<file path="config.mk">
export PLATFORM = sky130hd
export DESIGN_NAME = ball_ctrl_flat
export DESIGN_NICKNAME = d
export VERILOG_FILES = /design/src/rtl/pong_pkg.sv /design/src/rtl/ball_ctrl_if.sv /design/src/rtl/pong_tick_gen.sv /design/src/rtl/ball_ctrl.sv /design/src/flat_wrapper.sv
export SDC_FILE = /design/constraint.sdc
export NUM_CORES = 1
export LEC_CHECK = 0
export BUFFER_PORTS_ARGS = -buffer_cell sky130_fd_sc_hd__buf_2
export CAP_MARGIN = 20
export CORE_ASPECT_RATIO = 0.75
export CORE_UTILIZATION = 35
export DETAILED_ROUTE_END_ITERATION = 7
export PLACE_DENSITY = 0.54
export SETUP_SLACK_MARGIN = 0.2
export SLEW_MARGIN = 20
export SYNTH_ARGS = -nofsm -noshare
export SYNTH_HDL_FRONTEND = slang
export SYNTH_SLANG_ARGS = --single-unit
export TNS_END_PERCENT = 20
</file>
<file path="constraint.sdc">
create_clock -name clk_1ms -period 9.3 [get_ports clk_1ms]
set_input_delay 0.465 -clock clk_1ms [delete_from_list [all_inputs] [get_ports clk_1ms]]
set_output_delay 0.465 -clock clk_1ms [all_outputs]
set_load 0.05 [all_outputs]
</file>
<file path="src/rtl/pong_pkg.sv">
// Shared constants and types for the pong game blocks (paddle and ball engines).
// Geometry is in 640x480 active-pixel coordinates, centre-referenced.
// Contents: screen/paddle dimensions, paddle X centres, ball state enum,
// and small signed-arithmetic helpers for the collision compares.
package pong_pkg;

  localparam int H_ACTIVE  = 640;
  localparam int V_ACTIVE  = 480;
  localparam int PADDLE_W  = 20;
  localparam int PADDLE_H  = 40;
  localparam int PADDLE1_X = 30;
  localparam int PADDLE2_X = 610;

  localparam logic [9:0]  X_CENTRE = 10'(H_ACTIVE / 2);
  localparam logic [9:0]  Y_CENTRE = 10'(V_ACTIVE / 2);
  localparam logic [11:0] BALL_RGB = 12'hFFF;

  typedef enum logic [1:0] {
    IDLE,
    PLAY,
    POINT,
    OVER
  } ball_state_e;

  // Widen a 10-bit coordinate so edge tests near 0 can go negative
  // instead of wrapping.
  function automatic logic signed [11:0] toS(logic [9:0] v);
    return signed'({2'b00, v});
  endfunction

  function automatic logic [11:0] absDiff(logic signed [11:0] a,
                                          logic signed [11:0] b);
    logic signed [11:0] d;
    d = a - b;
    return (d < 12'sd0) ? unsigned'(-d) : unsigned'(d);
  endfunction

endpackage

</file>
<file path="src/rtl/ball_ctrl_if.sv">
// Bundle between the ball engine and its surroundings (paddle block, VGA
// timing, VGA mixer, serve button).
// Ports:
//   serve                       serve/restart button, active-low
//   x, y                        current VGA pixel
//   x_paddle1..y_paddle2        paddle centres (left, right)
//   x_ball, y_ball              ball centre
//   ball_on, rgb_ball           ball pixel mask and colour
//   score1, score2, game_over   game status
// The master side drives the game inputs, the slave side is the ball engine.
interface ball_ctrl_if;

  logic       serve;
  logic [9:0] x;
  logic [9:0] y;
  logic [9:0] x_paddle1;
  logic [9:0] y_paddle1;
  logic [9:0] x_paddle2;
  logic [9:0] y_paddle2;

  logic [9:0]  x_ball;
  logic [9:0]  y_ball;
  logic        ball_on;
  logic [11:0] rgb_ball;
  logic [3:0]  score1;
  logic [3:0]  score2;
  logic        game_over;

  modport master (
    output serve, x, y, x_paddle1, y_paddle1, x_paddle2, y_paddle2,
    input  x_ball, y_ball, ball_on, rgb_ball, score1, score2, game_over
  );

  modport slave (
    input  serve, x, y, x_paddle1, y_paddle1, x_paddle2, y_paddle2,
    output x_ball, y_ball, ball_on, rgb_ball, score1, score2, game_over
  );

endinterface

</file>
<file path="src/rtl/pong_tick_gen.sv">
// Periodic tick generator on the 1 ms game clock.
// Ports:
//   clk_1ms  in  game clock
//   reset    in  sync, active-low
//   clear_i  in  holds the count at 0 and suppresses the tick
//   tick_o   out one-cycle pulse on every PERIOD-th uncleared cycle
// The first tick after clear_i drops arrives PERIOD cycles later.
module pong_tick_gen #(
  parameter int PERIOD = 10
) (
  input  logic clk_1ms,
  input  logic reset,
  input  logic clear_i,
  output logic tick_o
);

  // At least one counter bit so PERIOD==1 still elaborates.
  localparam int            CW   = (PERIOD > 1) ? $clog2(PERIOD) : 1;
  localparam logic [CW-1:0] LAST = CW'(PERIOD - 1);
  localparam logic [CW-1:0] ONE  = CW'(1);

  logic [CW-1:0] cnt_q;
  logic [CW-1:0] cnt_d;

  always_comb begin
    cnt_d = cnt_q;
    if (clear_i || cnt_q == LAST) begin
      cnt_d = '0;
    end else begin
      cnt_d = cnt_q + ONE;
    end
  end

  always_ff @(posedge clk_1ms) begin
    if (!reset) begin
      cnt_q <= '0;
    end else begin
      cnt_q <= cnt_d;
    end
  end

  assign tick_o = !clear_i && (cnt_q == LAST);

endmodule

</file>
<file path="src/rtl/ball_ctrl.sv">
// Ball engine: owns ball motion, wall bounces, paddle hits and misses, the
// two score counters and game-over. Provides the ball mask/colour for the
// VGA mixer.
// Ports:
//   clk_1ms  in  1 ms game clock
//   reset    in  sync, active-low
//   bus      ball_ctrl_if.slave (serve, pixel, paddle centres in;
//            ball position, mask, colour, scores, game_over out)
module ball_ctrl
  import pong_pkg::*;
#(
  parameter int STEP_MS   = 10,
  parameter int BALL_HALF = 4,
  parameter int PAUSE_MS  = 1000,
  parameter int WIN_SCORE = 7
) (
  input  logic       clk_1ms,
  input  logic       reset,
  ball_ctrl_if.slave bus
);

  localparam logic signed [11:0] HALF_S   = 12'(BALL_HALF);
  localparam logic signed [11:0] PAD_DX_S = 12'(PADDLE_W / 2);
  localparam logic [11:0]        REACH_Y  = 12'(PADDLE_H / 2 + BALL_HALF);
  localparam logic signed [11:0] X_EDGE_S = 12'(H_ACTIVE - 1);
  localparam logic signed [11:0] Y_EDGE_S = 12'(V_ACTIVE - 1);
  localparam logic [3:0]         WIN      = 4'(WIN_SCORE);

  ball_state_e state_q, state_d;
  logic [9:0]  xBall_q, xBall_d;
  logic [9:0]  yBall_q, yBall_d;
  logic        dxPos_q, dxPos_d;
  logic        dyPos_q, dyPos_d;
  logic [3:0]  score1_q, score1_d;
  logic [3:0]  score2_q, score2_d;
  logic        missRight_q, missRight_d;

  logic stepTick;
  logic pauseTick;

  pong_tick_gen #(.PERIOD(STEP_MS)) stepGen (
    .clk_1ms (clk_1ms),
    .reset   (reset),
    .clear_i (state_q != PLAY),
    .tick_o  (stepTick)
  );

  pong_tick_gen #(.PERIOD(PAUSE_MS)) pauseGen (
    .clk_1ms (clk_1ms),
    .reset   (reset),
    .clear_i (state_q != POINT),
    .tick_o  (pauseTick)
  );

  logic [9:0]         nx, ny;
  logic signed [11:0] nxS, nyS;
  logic hitTop, hitBottom, hitLeft, hitRight, missLeft, missRightEdge;

  assign nx  = dxPos_q ? xBall_q + 10'd1 : xBall_q - 10'd1;
  assign ny  = dyPos_q ? yBall_q + 10'd1 : yBall_q - 10'd1;
  assign nxS = toS(nx);
  assign nyS = toS(ny);

  // All collision tests look at the candidate position, not the current one.
  assign hitTop    = (nyS - HALF_S) <= 12'sd0;
  assign hitBottom = (nyS + HALF_S) >= Y_EDGE_S;

  assign hitLeft  = !dxPos_q
                 && ((nxS - HALF_S) <= (toS(bus.x_paddle1) + PAD_DX_S))
                 && ((nxS - HALF_S) >= (toS(bus.x_paddle1) - PAD_DX_S))
                 && (absDiff(nyS, toS(bus.y_paddle1)) < REACH_Y);

  assign hitRight = dxPos_q
                 && ((nxS + HALF_S) >= (toS(bus.x_paddle2) - PAD_DX_S))
                 && ((nxS + HALF_S) <= (toS(bus.x_paddle2) + PAD_DX_S))
                 && (absDiff(nyS, toS(bus.y_paddle2)) < REACH_Y);

  assign missLeft      = (nxS - HALF_S) <= 12'sd0;
  assign missRightEdge = (nxS + HALF_S) >= X_EDGE_S;

  always_comb begin
    state_d     = state_q;
    xBall_d     = xBall_q;
    yBall_d     = yBall_q;
    dxPos_d     = dxPos_q;
    dyPos_d     = dyPos_q;
    score1_d    = score1_q;
    score2_d    = score2_q;
    missRight_d = missRight_q;

    case (state_q)
      IDLE: begin
        xBall_d = X_CENTRE;
        yBall_d = Y_CENTRE;
        if (!bus.serve) begin
          state_d = PLAY;
        end
      end

      PLAY: begin
        if (stepTick) begin
          xBall_d = nx;
          yBall_d = ny;
          if (hitTop) begin
            dyPos_d = 1'b1;
          end
          if (hitBottom) begin
            dyPos_d = 1'b0;
          end
          if (hitLeft) begin
            dxPos_d = 1'b1;
          end
          if (hitRight) begin
            dxPos_d = 1'b0;
          end
          // A paddle return overrides a miss on the same step.
          if (!hitLeft && !hitRight) begin
            if (missLeft) begin
              if (score2_q < WIN) begin
                score2_d = score2_q + 4'd1;
              end
              missRight_d = 1'b0;
              state_d     = POINT;
            end else if (missRightEdge) begin
              if (score1_q < WIN) begin
                score1_d = score1_q + 4'd1;
              end
              missRight_d = 1'b1;
              state_d     = POINT;
            end
          end
        end
      end

      POINT: begin
        if (pauseTick) begin
          xBall_d = X_CENTRE;
          yBall_d = Y_CENTRE;
          // Next serve heads toward the player who just missed.
          dxPos_d = missRight_q;
          state_d = (score1_q == WIN || score2_q == WIN) ? OVER : IDLE;
        end
      end

      OVER: begin
        xBall_d = X_CENTRE;
        yBall_d = Y_CENTRE;
        if (!bus.serve) begin
          score1_d = 4'd0;
          score2_d = 4'd0;
          state_d  = IDLE;
        end
      end

      default: state_d = IDLE;
    endcase
  end

  always_ff @(posedge clk_1ms) begin
    if (!reset) begin
      state_q     <= IDLE;
      xBall_q     <= X_CENTRE;
      yBall_q     <= Y_CENTRE;
      dxPos_q     <= 1'b1;
      dyPos_q     <= 1'b1;
      score1_q    <= 4'd0;
      score2_q    <= 4'd0;
      missRight_q <= 1'b0;
    end else begin
      state_q     <= state_d;
      xBall_q     <= xBall_d;
      yBall_q     <= yBall_d;
      dxPos_q     <= dxPos_d;
      dyPos_q     <= dyPos_d;
      score1_q    <= score1_d;
      score2_q    <= score2_d;
      missRight_q <= missRight_d;
    end
  end

  logic signed [11:0] xbS, ybS, pxS, pyS;

  assign xbS = toS(xBall_q);
  assign ybS = toS(yBall_q);
  assign pxS = toS(bus.x);
  assign pyS = toS(bus.y);

  assign bus.ball_on = (pxS >= xbS - HALF_S) && (pxS < xbS + HALF_S)
                    && (pyS >= ybS - HALF_S) && (pyS < ybS + HALF_S);

  assign bus.x_ball    = xBall_q;
  assign bus.y_ball    = yBall_q;
  assign bus.rgb_ball  = BALL_RGB;
  assign bus.score1    = score1_q;
  assign bus.score2    = score2_q;
  assign bus.game_over = (state_q == OVER);

endmodule

</file>
<file path="src/flat_wrapper.sv">
// flat-port wrapper written by rule: the top's interface ports become plain ports
module ball_ctrl_flat import pong_pkg::*;
#(
  parameter int STEP_MS   = 10,
  parameter int BALL_HALF = 4,
  parameter int PAUSE_MS  = 1000,
  parameter int WIN_SCORE = 7
)
  (clk_1ms, reset, bus_serve, bus_x, bus_y, bus_x_paddle1, bus_y_paddle1, bus_x_paddle2, bus_y_paddle2, bus_x_ball, bus_y_ball, bus_ball_on, bus_rgb_ball, bus_score1, bus_score2, bus_game_over);
  ball_ctrl_if bus_i ();
  input  logic clk_1ms;
  input  logic reset;
  input wire logic [$bits(bus_i.serve)-1:0] bus_serve;
  input wire logic [$bits(bus_i.x)-1:0] bus_x;
  input wire logic [$bits(bus_i.y)-1:0] bus_y;
  input wire logic [$bits(bus_i.x_paddle1)-1:0] bus_x_paddle1;
  input wire logic [$bits(bus_i.y_paddle1)-1:0] bus_y_paddle1;
  input wire logic [$bits(bus_i.x_paddle2)-1:0] bus_x_paddle2;
  input wire logic [$bits(bus_i.y_paddle2)-1:0] bus_y_paddle2;
  output wire logic [$bits(bus_i.x_ball)-1:0] bus_x_ball;
  output wire logic [$bits(bus_i.y_ball)-1:0] bus_y_ball;
  output wire logic [$bits(bus_i.ball_on)-1:0] bus_ball_on;
  output wire logic [$bits(bus_i.rgb_ball)-1:0] bus_rgb_ball;
  output wire logic [$bits(bus_i.score1)-1:0] bus_score1;
  output wire logic [$bits(bus_i.score2)-1:0] bus_score2;
  output wire logic [$bits(bus_i.game_over)-1:0] bus_game_over;
  assign bus_i.serve = bus_serve;
  assign bus_i.x = bus_x;
  assign bus_i.y = bus_y;
  assign bus_i.x_paddle1 = bus_x_paddle1;
  assign bus_i.y_paddle1 = bus_y_paddle1;
  assign bus_i.x_paddle2 = bus_x_paddle2;
  assign bus_i.y_paddle2 = bus_y_paddle2;
  assign bus_x_ball = bus_i.x_ball;
  assign bus_y_ball = bus_i.y_ball;
  assign bus_ball_on = bus_i.ball_on;
  assign bus_rgb_ball = bus_i.rgb_ball;
  assign bus_score1 = bus_i.score1;
  assign bus_score2 = bus_i.score2;
  assign bus_game_over = bus_i.game_over;
  ball_ctrl #(.STEP_MS(STEP_MS), .BALL_HALF(BALL_HALF), .PAUSE_MS(PAUSE_MS), .WIN_SCORE(WIN_SCORE)) u_core (.clk_1ms(clk_1ms), .reset(reset), .bus(bus_i));
endmodule
</file>
# Word-level counts from Yosys, hierarchy flattened
# Cells that the tools add are included.
[word_totals]
ff_bits = 47
input_bits = 63
output_inout_bits = 42
[classes]
n_addsub = 24
magnitude_cmp = 18
eq_ne = 21
mux = 40
n_bitwise = 1
reduce_logical = 35
[ops]
columns = ["op", "count"]
rows = [
  ["10-bit two-way mux", 6],
  ["10-bit one-hot mux with 3 select lines", 2],
  ["10-bit by 3-bit adder with 11-bit output, second input constant", 4],
  ["10-bit by 3-bit subtractor with 11-bit output, second input constant", 4],
  ["4-bit two-way mux", 10],
  ["10-bit by 1-bit adder with 10-bit output, second input constant", 3],
  ["11-bit by 12-bit >= comparator with 1-bit output", 2],
  ["12-bit >= comparator", 2],
  ["12-bit by 1-bit less-or-equal comparator with 1-bit output, second input constant", 2],
  ["12-bit less-or-equal comparator", 2],
  ["11-bit by 12-bit less-than comparator with 1-bit output", 2],
  ["12-bit by 1-bit less-than comparator with 1-bit output, second input constant", 2],
  ["12-bit by 5-bit less-than comparator with 1-bit output, second input constant", 2],
  ["12-bit two-way mux", 2],
  ["12-bit negation", 2],
  ["10-bit by 4-bit adder with 11-bit output, second input constant", 2],
  ["10-bit by 10-bit subtractor with 11-bit output", 2],
  ["10-bit by 4-bit subtractor with 11-bit output, second input constant", 2],
  ["10-bit by 1-bit subtractor with 10-bit output, second input constant", 2],
  ["2-bit two-way mux", 8],
  ["4-bit one-hot mux with 2 select lines", 2],
  ["4-bit by 1-bit adder with 4-bit output, second input constant", 3],
  ["12-bit by 10-bit >= comparator with 1-bit output, second input constant", 1],
  ["12-bit by 11-bit >= comparator with 1-bit output, second input constant", 1],
  ["24 further kinds", 69],
]

# Logic depth before layout (Yosys ltp)
# Gate-level depths: netlist (run 1).
[depth]
word_depth = 12
ltp_mapped = 22

# Cells and area by module
# A second synthesis (run 1) with hierarchy kept.
[hier_totals]
hier_cells = 971
hier_area_um2 = 7485.9
[modules_own_cells]
columns = ["mod", "instances", "cells_each", "area_each_um2"]
rows = [
  ["ball_ctrl", 1, 902, 6856.6],
  ["pong_tick_gen at u_core.pauseGen", 1, 52, 447.9],
  ["pong_tick_gen at u_core.stepGen", 1, 17, 181.4],
]

# Least setup slack after synthesis (run 1)
# Ideal clock, no wire load.
[synth_path]
path_kind = "reg-to-reg"
from = "register u_core.yBall_q[1] (netlist: u_core.bus.y_ball[1])"
to = "register u_core.score1_q[2] (netlist: u_core.bus.score1[2])"
setup_time_ps = 101
t_arrival_ps = 4970
required_ps = 9199
slack_ps = 4229
path_stages_with_launch = 22
path_buffers = 1
period_less_slack_ps = 5071
path_cell_list = "dfxtp_1 > ha_1 > a21o_1 > a21oi_1 > o21ai_0 > a2111oi_0 > nor3b_1 > o21a_1 > nor2_1 > xnor2_1 > ha_1 > clkbuf_1 > nand4_1 > nor4b_1 > a211o_1 > a31o_1 > or4_1 > a211oi_1 > nand3_2 > nand4_1 > mux2_1 > o41ai_1"
[synth_via]
elab_chain_cells = 11
[synth_lines]
columns = ["item", "line", "source"]
rows = [
  ["from (decl)", "ball_ctrl.sv:31", "logic [9:0] yBall_q, yBall_d;"],
  ["from (signal assigned)", "ball_ctrl.sv:172", "yBall_q <= yBall_d;"],
  ["10-bit by 1-bit subtractor with 10-bit output or 10-bit by 1-bit adder with 10-bit output (tied branches)", "ball_ctrl.sv:60", "assign ny = dyPos_q ? yBall_q + 10'd1 : yBall_q - 10'd1;"],
  ["10-bit two-way mux *", "ball_ctrl.sv:60", ""],
  ["10-bit by 10-bit subtractor with 11-bit output", "pong_pkg.sv:34", "d = a - b;"],
  ["12-bit negation or 12-bit by 1-bit less-than comparator with 1-bit output (tied branches)", "pong_pkg.sv:35", "return (d < 12'sd0) ? unsigned'(-d) : unsigned'(d);"],
  ["12-bit two-way mux", "pong_pkg.sv:35", ""],
  ["12-bit by 5-bit less-than comparator with 1-bit output, on equally long branches", "ball_ctrl.sv:71, ball_ctrl.sv:76", ""],
  ["1-bit logical AND, on equally long branches", "ball_ctrl.sv:71, ball_ctrl.sv:76", ""],
  ["1-bit zero test", "ball_ctrl.sv:117", "if (!hitLeft && !hitRight) begin"],
  ["1-bit logical AND *", "ball_ctrl.sv:117", ""],
  ["2-bit by 1-bit inequality test with 1-bit output (no line) *", "-", ""],
  ["7-bit AND reduction (no line) *", "-", ""],
  ["to (signal assigned)", "ball_ctrl.sv:175", "score1_q <= score1_d;"],
  ["to (decl)", "ball_ctrl.sv:34", "logic [3:0] score1_q, score1_d;"],
]
# Every way passes the cells marked *; elsewhere a longest branch is shown, timed or not.
# A chain may end at the register's enable or synchronous reset.

# Worst setup path in the final report (run 1)
[layout_path]
from = "register u_core.dxPos_q"
to = "register u_core.score1_q[1] (netlist: u_core.bus.score1[1])"
[layout_via]
elab_chain_cells = 10
[layout_lines]
columns = ["item", "line", "source"]
rows = [
  ["from (decl)", "ball_ctrl.sv:32", "logic dxPos_q, dxPos_d;"],
  ["from (signal assigned)", "ball_ctrl.sv:173", "dxPos_q <= dxPos_d;"],
  ["10-bit two-way mux", "ball_ctrl.sv:59", "assign nx = dxPos_q ? xBall_q + 10'd1 : xBall_q - 10'd1;"],
  ["10-bit by 3-bit subtractor with 11-bit output or 10-bit by 3-bit adder with 11-bit output (tied branches)", "-", ""],
  ["12-bit less-or-equal comparator or 12-bit >= comparator (tied branches)", "ball_ctrl.sv:69, ball_ctrl.sv:74", ""],
  ["1-bit logical AND, on equally long branches", "ball_ctrl.sv:69, ball_ctrl.sv:74", ""],
  ["1-bit logical AND, on equally long branches", "ball_ctrl.sv:70, ball_ctrl.sv:75", ""],
  ["1-bit logical AND, on equally long branches", "ball_ctrl.sv:71, ball_ctrl.sv:76", ""],
  ["1-bit zero test", "ball_ctrl.sv:117", ""],
  ["1-bit logical AND", "ball_ctrl.sv:117", ""],
  ["2-bit by 1-bit inequality test with 1-bit output (no line)", "-", ""],
  ["7-bit AND reduction (no line) *", "-", ""],
]
# Marked as above.

==> flow_summary.rst, run 1 <==
.. list-table::
   :header-rows: 1

   * - Metric
     - Value
   * - Portion of total power attributed to sequential cells
     - 15.9%
   * - Most frequently used cell type in the post-synthesis netlist
     - ha_1
   * - Combined buffer and inverter count along the critical path
     - 1
   * - Pin count of the biggest net entering global routing
     - 23
   * - Peak supply drop
     - 0.0000924 V
   * - Number of unique standard cell types used by synthesis
     - 85
   * - Flop and latch count out of synthesis
     - 47
   * - Wire length per cell
     - 14.9 µm
   * - GRT Total Usage
     - 17.9%
   * - Ranking of synthesized cells by area
     - ha_1 (23%), dfxtp_1 (12%), xnor2_1 (6.2%), xor2_1 (5.1%), nor2_1 (4.1%)
   * - Critical path's top delay family
     - compound AO/OA/AOI/OAI gates
   * - TritonCTS buffer count
     - 5
   * - Number of cells in the design after placement
     - about 1300
   * - Mean area per synthesized cell
     - 7.77 µm²
   * - Total iterations of the first detailed-routing run
     - 5
   * - Switching component of the power
     - about 0.70 mW
   * - Sum of negative setup slack
     - 0 ps
   * - Cell Area, Synth
     - 0.00767 mm²
   * - Setup crit start kind
     - register
   * - Root buffer cell
     - clkbuf_16
   * - X dimension of the die
     - 173 µm
   * - H-tree depth
     - 2
   * - Final Non-Filler Cells
     - about 1300
   * - Top cell type's share of synthesized area
     - 22.5%
   * - Number of endpoints failing setup at the final stage
     - 0
   * - Cells after synthesis
     - between 900 and 1000
   * - Fraction of synthesis flops using an asynchronous set or reset pin
     - 0%
   * - Clock-pin slew on the worst setup and hold paths
     - approximately 70 ps
   * - Chain of cells forming the critical path
     - inv_1 > ha_1 > o21ai_1 > a21oi_1 > o311ai_1 > o311ai_2 > nor2_1 > xor2_1 > ha_1 > and3_1 > a221oi_1 > o21ai_0 > o22ai_1 > nand4_1 > a211oi_1 > nand3_2 > nand4_1 > mux2_1 > nor2_1
   * - Critical-path top delay cell
     - o311ai_1
   * - Total congestion overflow after global routing
     - 0
   * - Routed vias
     - between 7000 and 8000
   * - Peak per-stage delay on the critical path
     - approximately 800 ps
   * - Type of the worst min-delay path
     - register to register
   * - Switch share
     - 49.6%
   * - Top cells by count, synth
     - ha_1 (138), nor2_1 (83), inv_1 (75), nand2_1 (57), xnor2_1 (54)
   * - Combinational fraction of design power
     - between 70% and 80%
   * - RSZ-0062 raised after global routing
     - false
   * - Slew @ Worst Pin
     - 1020 ps
   * - Placed wire-length estimate
     - 16300 µm
   * - Number of global-route vias before repair
     - 6649
   * - Number of flops mapped to enable cells by yosys
     - 0
   * - Final nets
     - about 1300
   * - Max Clock Skew
     - approximately 7.6 ps
   * - Proportion of layout cells with a drive suffix above 1
     - 11.9%
   * - CTS tree
     - done
   * - Syn. warnings
     - 0
   * - Critical path required time
     - 9510 ps
   * - Worst rel slew slack
     - 31.6%
   * - Number of sinks on the clock net
     - 47
   * - Status
     - completed
   * - Layout overhead on the synthesized area
     - 10.6%
   * - Post-CTS setup repair buffer count
     - 0
   * - Final max-slew violation count
     - 0
   * - Clock group share of total power
     - 13.2%
   * - Number of vias per cell
     - 5.30
   * - Row count
     - 46
   * - Number of hold-repair buffers added at the cts stage
     - 0
   * - Pwr Density
     - approximately 170 mW/mm²
   * - Total DRC errors in the routed layout
     - 0
   * - Detailed-route wire length
     - between 15000 and 20000 µm
   * - Critical path type
     - register to register
   * - Routability-driven placement congestion ratio
     - around 0.83
   * - First-pass GRT wire length
     - between 30000 and 40000 µm
   * - Shortest period the worst path allows
     - 5660 ps
   * - Max-capacitance violation count
     - 0
   * - Largest area contributor in the synthesized netlist
     - ha_1
   * - Number of antenna violations at the first check in global routing
     - 0
   * - Top-level I/O count
     - 105
   * - Detailed router's first-iteration violation count
     - 511
   * - Antenna diode count
     - 0
   * - Final cycle utilization of the critical path
     - 60.9%
   * - Max Freq
     - about 180 MHz
   * - Initial Util
     - 36.0%
   * - Static Leak
     - 3.85 nW
   * - DIE HEIGHT
     - 130 µm
   * - Die area
     - 0.0225 mm²
   * - Area of the core
     - between 0.02 and 0.025 mm²
   * - Number of nets with antenna violations after routing
     - 0
   * - Internal Power
     - 0.709 mW
   * - Fraction of the yosys area taken by sequential cells
     - 12.3%
   * - Number of endpoints with negative hold slack in the final report
     - 0
   * - Clk Latency, worst-skew pair
     - 290 ps
   * - Capturing element type of the critical path
     - register
   * - Number of buffers inserted by port buffering
     - 92
   * - Arrival time of the worst setup path
     - 5870 ps
   * - Post-CTS resize count
     - 0
   * - Number of buffers on the longest clock path
     - 2
   * - Number of filler cells placed in the layout
     - 2223
   * - Synth Flop Type
     - dfxtp_1
   * - Worst Path Max Fanout
     - 12
==> cell families after synthesis <==
family	share of synthesized area, %
and+or+nand+nor	22.6
AOI/OAI and AO/OA	22.3
adders and majority gates	23.7
buffers and inverters	6.48
xor gates and xnor gates	11.3
DFF	12.3
muxes	1.35
other	0.0489
==> metal layers <==
| layer | vias up | GRT usage [%] | part of all wire [%] |
|---|---|---|---|
| li1 | 3677 | - | - |
| met3 | 10 | 2.10 | 4.9 |
| met4 | 0 | 2.34 | 0.57 |
| met2 | 179 | 27.1 | 40 |
| met1 | 3258 | 27.3 | 55 |
| met5 | - | 0 | 0 |
==> sequential cells by signal, indices dropped and copies added, names as in the netlist <==
name / cells
u_core.bus.x_ball: 10
u_core.bus.y_ball: 10
u_core.pauseGen.cnt_q: 10
u_core.bus.score1: 4
u_core.bus.score2: 4
u_core.stepGen.cnt_q: 4
u_core.state_q: 2
u_core.dxPos_q: 1
u_core.dyPos_q: 1
u_core.missRight_q: 1
==> power by group through the flow <==
stage          logic (mW)  registers [mW]  clock network (mW)
6_report            0.999           0.223               0.186
5_1_grt              1.13           0.226               0.200
4_1_cts             0.998           0.224               0.190
3_5_place_dp        0.991           0.228                   0
3_3_place_gp        0.991           0.228                   0
2_1_floorplan       0.758           0.229                   0
==> per-stage QoR <==
stage / cell area (µm²) / power (mW) / worst slack [ps] / util [%] / hold WS [ps]
2_1_floorplan: 7710 / 0.987 / 4230 / - / 418
3_3_place_gp: 8320 / 1.22 / 3920 / 39.1 / 435
3_5_place_dp: 8320 / 1.22 / 3710 / 39.1 / 438
4_1_cts: 8480 / 1.41 / 3670 / 39.8 / 448
5_1_grt: 8480 / 1.56 / 3160 / 39.8 / 480
6_report: 8480 / 1.41 / 3640 / 39.8 / 447
==> area by class of cell <==
| cell class | count | area, µm² | area share (%) |
|---|---|---|---|
| tap | 288 | 360 | 4.25 |
| inverter | 75 | 282 | 3.32 |
| sequential | 47 | 941 | 11.1 |
| clock inverter | 2 | 16.3 | 0.192 |
| timing repair buffer | 93 | 468 | 5.52 |
| clock buffer | 6 | 139 | 1.64 |
| multi-input combinational | 833 | 6270 | 74.0 |
==> path summary, 6_finish.rpt <==
check	to	start	depth (start not counted)	slack, ps
setup / recovery	u_core.bus.score1[1]	u_core.dxPos_q	19	3640
hold / removal	u_core.pauseGen.cnt_q[0]	u_core.pauseGen.cnt_q[0]	1	450
setup reg to reg	u_core.bus.score1[1]	u_core.dxPos_q	19	3640
hold reg to reg	u_core.pauseGen.cnt_q[0]	u_core.pauseGen.cnt_q[0]	1	450
==> cells in the final DEF, fill, tap and decap left out, types with 15 or more instances in the layout <==
cell      Yosys  layout
a211oi_1     15      15
a21o_1       36      36
a21oi_1      45      45
buf_2         4      92
dfxtp_1      47      47
ha_1        138     138
inv_1        75      75
nand2_1      57      57
nand2b_1     17      17
nand3_1      41      41
nor2_1       83      83
nor3_1       29      29
o21ai_0      37      37
xnor2_1      54      54
xor2_1       45      45
No activity file was read; power rests on OpenSTA's default activity.
==> run 2, diff against run 1 <==
ABC_AREA = 1   (was not set)
clock period = 5.4 ns   (was 9.3 ns; I/O delays follow)
==> flow_summary.rst, run 2 <==
.. list-table::
   :header-rows: 1

   * - Metric
     - Value
   * - Largest area contributor in the synthesized netlist
     - ha_1
   * - Multi-input gate area in the final layout
     - 0.00636 mm²
   * - Routed vias
     - 8322
   * - Total iterations of the first detailed-routing run
     - 7
   * - Flop and latch count out of synthesis
     - 47
   * - Clock group share of total power
     - 9.6%
   * - Peak supply drop
     - between 0.00015 and 0.0002 V
   * - Layout overhead on the synthesized area
     - 10.8%
   * - Number of endpoints failing setup at the final stage
     - 0
   * - Number of nets with antenna violations after routing
     - 0
   * - Number of flops mapped to enable cells by yosys
     - 0
   * - Ranking of synthesized cells by area
     - ha_1 (21%), nand2_1 (16%), dfxtp_1 (11%), inv_1 (9.2%), nand3_1 (7.2%)
   * - R2r worst-path depth
     - 28
   * - Final non-filler cell area
     - 0.00912 mm²
   * - Most used cells in the layout excluding fill and tap cells
     - nand2_1 (341), inv_1 (202), ha_1 (138)
   * - CTS tree
     - done
   * - Violations in the final reports
     - DRC
   * - Proportion of layout cells with a drive suffix above 1
     - 11.4%
   * - Number of vias per cell
     - 4.85
   * - Clock-pin slew on the worst setup and hold paths
     - 60 ps
   * - Max Clock Skew
     - 6.06 ps
   * - Synth Flop Type
     - dfxtp_1
   * - Final cycle utilization of the critical path
     - about nine tenths
   * - Cell with the most instances on the worst path
     - nand2_1
   * - H-tree depth
     - 2
   * - Total congestion overflow after global routing
     - 0
   * - Syn. warnings
     - 0
   * - Area of the core
     - between 0.02 and 0.025 mm²
   * - Placed wire-length estimate
     - 19100 µm
   * - Final nets
     - 1621
   * - Root buffer cell
     - clkbuf_16
   * - Arrival time of the worst setup path
     - 4910 ps
   * - Setup crit start kind
     - register
   * - Fraction of the yosys area taken by sequential cells
     - 11.4%
   * - Portion of total power attributed to sequential cells
     - 13.5%
   * - Initial Util
     - 35.7%
   * - Switching component of the power
     - 1.93 mW
   * - Number of instances on the worst hold path
     - 2
   * - Max Freq
     - 210 MHz
   * - Most frequent standard cell in the layout excluding fill and tap cells
     - nand2_1
   * - TritonCTS buffer count
     - 5
   * - Critical path type
     - register to register
   * - Capturing element type of the critical path
     - register
   * - Top cell type's share of synthesized area
     - a little over a fifth
   * - Hold WS
     - 357 ps
   * - Wire length per cell
     - 13.0 µm
   * - Most frequently used cell type in the post-synthesis netlist
     - nand2_1
   * - Cell Area, Placed
     - 0.00896 mm²
   * - Cell Area, Synth
     - slightly above 0.008 mm²
   * - Total DRC errors in the routed layout
     - 14
   * - Die area
     - 0.0241 mm²
   * - Critical path required time
     - 5550 ps
   * - Switch share
     - 57.0%
   * - Slew @ Worst Pin
     - 742 ps
   * - Peak per-stage delay on the critical path
     - 410 ps
   * - Pin count of the biggest net entering global routing
     - 21
   * - Shortest period the worst path allows
     - 4770 ps
   * - DIE HEIGHT
     - between 100 and 150 µm
   * - Number of antenna violations at the first check in global routing
     - 0
   * - Fraction of synthesis flops using an asynchronous set or reset pin
     - 0%
   * - Final max-slew violation count
     - 0
   * - RSZ-0062 raised after global routing
     - false
   * - Final Power
     - 3.39 mW
   * - Mean area per synthesized cell
     - around 6 µm²
   * - GRT Total Usage
     - 18.6%
   * - Internal Power
     - around 1.5 mW
   * - Worst Path Max Fanout
     - 14
   * - Antenna diode count
     - 0
   * - Clk Latency, worst-skew pair
     - just under 300 ps
   * - Routability-driven placement congestion ratio
     - 0.880
   * - Type of the worst min-delay path
     - input pin to register
   * - Combined flip-flop and latch cell area
     - 942 µm²
   * - Number of sinks on the clock net
     - 47
   * - Row count
     - 48
   * - Number of buffers on the longest clock path
     - 2
   * - Cells after synthesis
     - 1332
   * - Pwr Density
     - 372 mW/mm²
   * - Number of endpoints with negative hold slack in the final report
     - 0
   * - Status
     - finished, violations left
   * - Combinational fraction of design power
     - 76.9%
   * - Worst rel slew slack
     - roughly half
   * - Max-capacitance violation count
     - 0
   * - Sum of negative setup slack
     - 0 ps
   * - Critical-path top delay cell
     - ha_1
   * - Top-level I/O count
     - roughly 110
   * - Static Leak
     - around 4.9 nW
   * - First-pass GRT wire length
     - roughly 36000 µm
   * - Detailed-route wire length
     - 22400 µm
   * - Number of buffers inserted by port buffering
     - 92
   * - Number of global-route vias before repair
     - 7282
   * - Number of unique standard cell types used by synthesis
     - between 40 and 50
   * - Number of filler cells placed in the layout
     - 2562
   * - Top cells by count, synth
     - nand2_1 (341), inv_1 (202), ha_1 (138), nand3_1 (119), nor2_1 (109)
   * - X dimension of the die
     - 179 µm
   * - Detailed router's first-iteration violation count
     - 474
-- run 2: power groups by stage --
stage	combinational, mW	clock [mW]	sequential, mW
after floorplan	1.88	0	0.552
after global placement	2.58	0	0.465
after CTS	2.61	0.332	0.459
after detailed placement	2.59	0	0.467
final	2.61	0.325	0.459
after global routing	2.98	0.346	0.470
-- run 2: path summary, 6_finish.rpt --
path | end | slack [ps] | from
worst max-delay path | u_core.bus.score2[1] | 630 | u_core.dyPos_q
worst max register to register | u_core.bus.score2[1] | 630 | u_core.dyPos_q
worst min-delay path | u_core.bus.x_ball[8] | 360 | reset
worst min register to register | u_core.pauseGen.cnt_q[0] | 450 | u_core.pauseGen.cnt_q[0]
-- run 2: cells by family (layout without fill, tap and decap cells) --
group                      count (synthesis)  after routing  share of synthesized area, %
AOI/OAI and AO/OA                        162            162                          10.8
xor gates and xnor gates                  62             62                          6.69
adders and majority gates                142            142                          22.0
buffers and inverters                    241            315                          11.8
DFF                                       47             47                          11.4
other                                      1             12                        0.0456
and+or+nand+nor                          677            677                          37.3
-- run 2: layer usage --
layer	track usage [%]	part of all wire, %	vias up
li1	-	-	4475
met1	29.1	56	3673
met2	28.5	41	174
met3	1.15	3.7	0
met4	1.08	0	0
met5	0	0	-
-- run 2: area by class of cell --
type,instances,area share [%]
sequential,47,10.3
clock buffer,8,1.72
multi-input combinational,1055,69.7
timing repair buffer,97,5.46
tap,300,4.12
inverter,210,8.64
-- run 2: metrics by stage --
step                      setup WS, ps  utilization, %  instances
after floorplan                   1180               -       1343
after global placement             491            38.9       1709
after detailed placement           496            38.9       1709
after CTS                          465            39.5       1717
after global routing               236            39.5       1717
final                              634            39.5       1717
-- run 2: what timing repair did --
action | CTS | global route
resized for setup | 0 | 1
setup endpoints to repair | 0 | 10
buffers inserted | 0 | 0
hold buffers | 0 | 0
-- run 2: critical path: cells and delay by family (launching register included) --
| kind | cells | cell delay, ps |
|---|---|---|
| compound gates | 4 | 780 |
| xor+xnor | 1 | 350 |
| fa+ha+maj | 2 | 820 |
| buf+inv | 3 | 490 |
| flops | 1 | 400 |
| simple gates | 18 | 1770 |
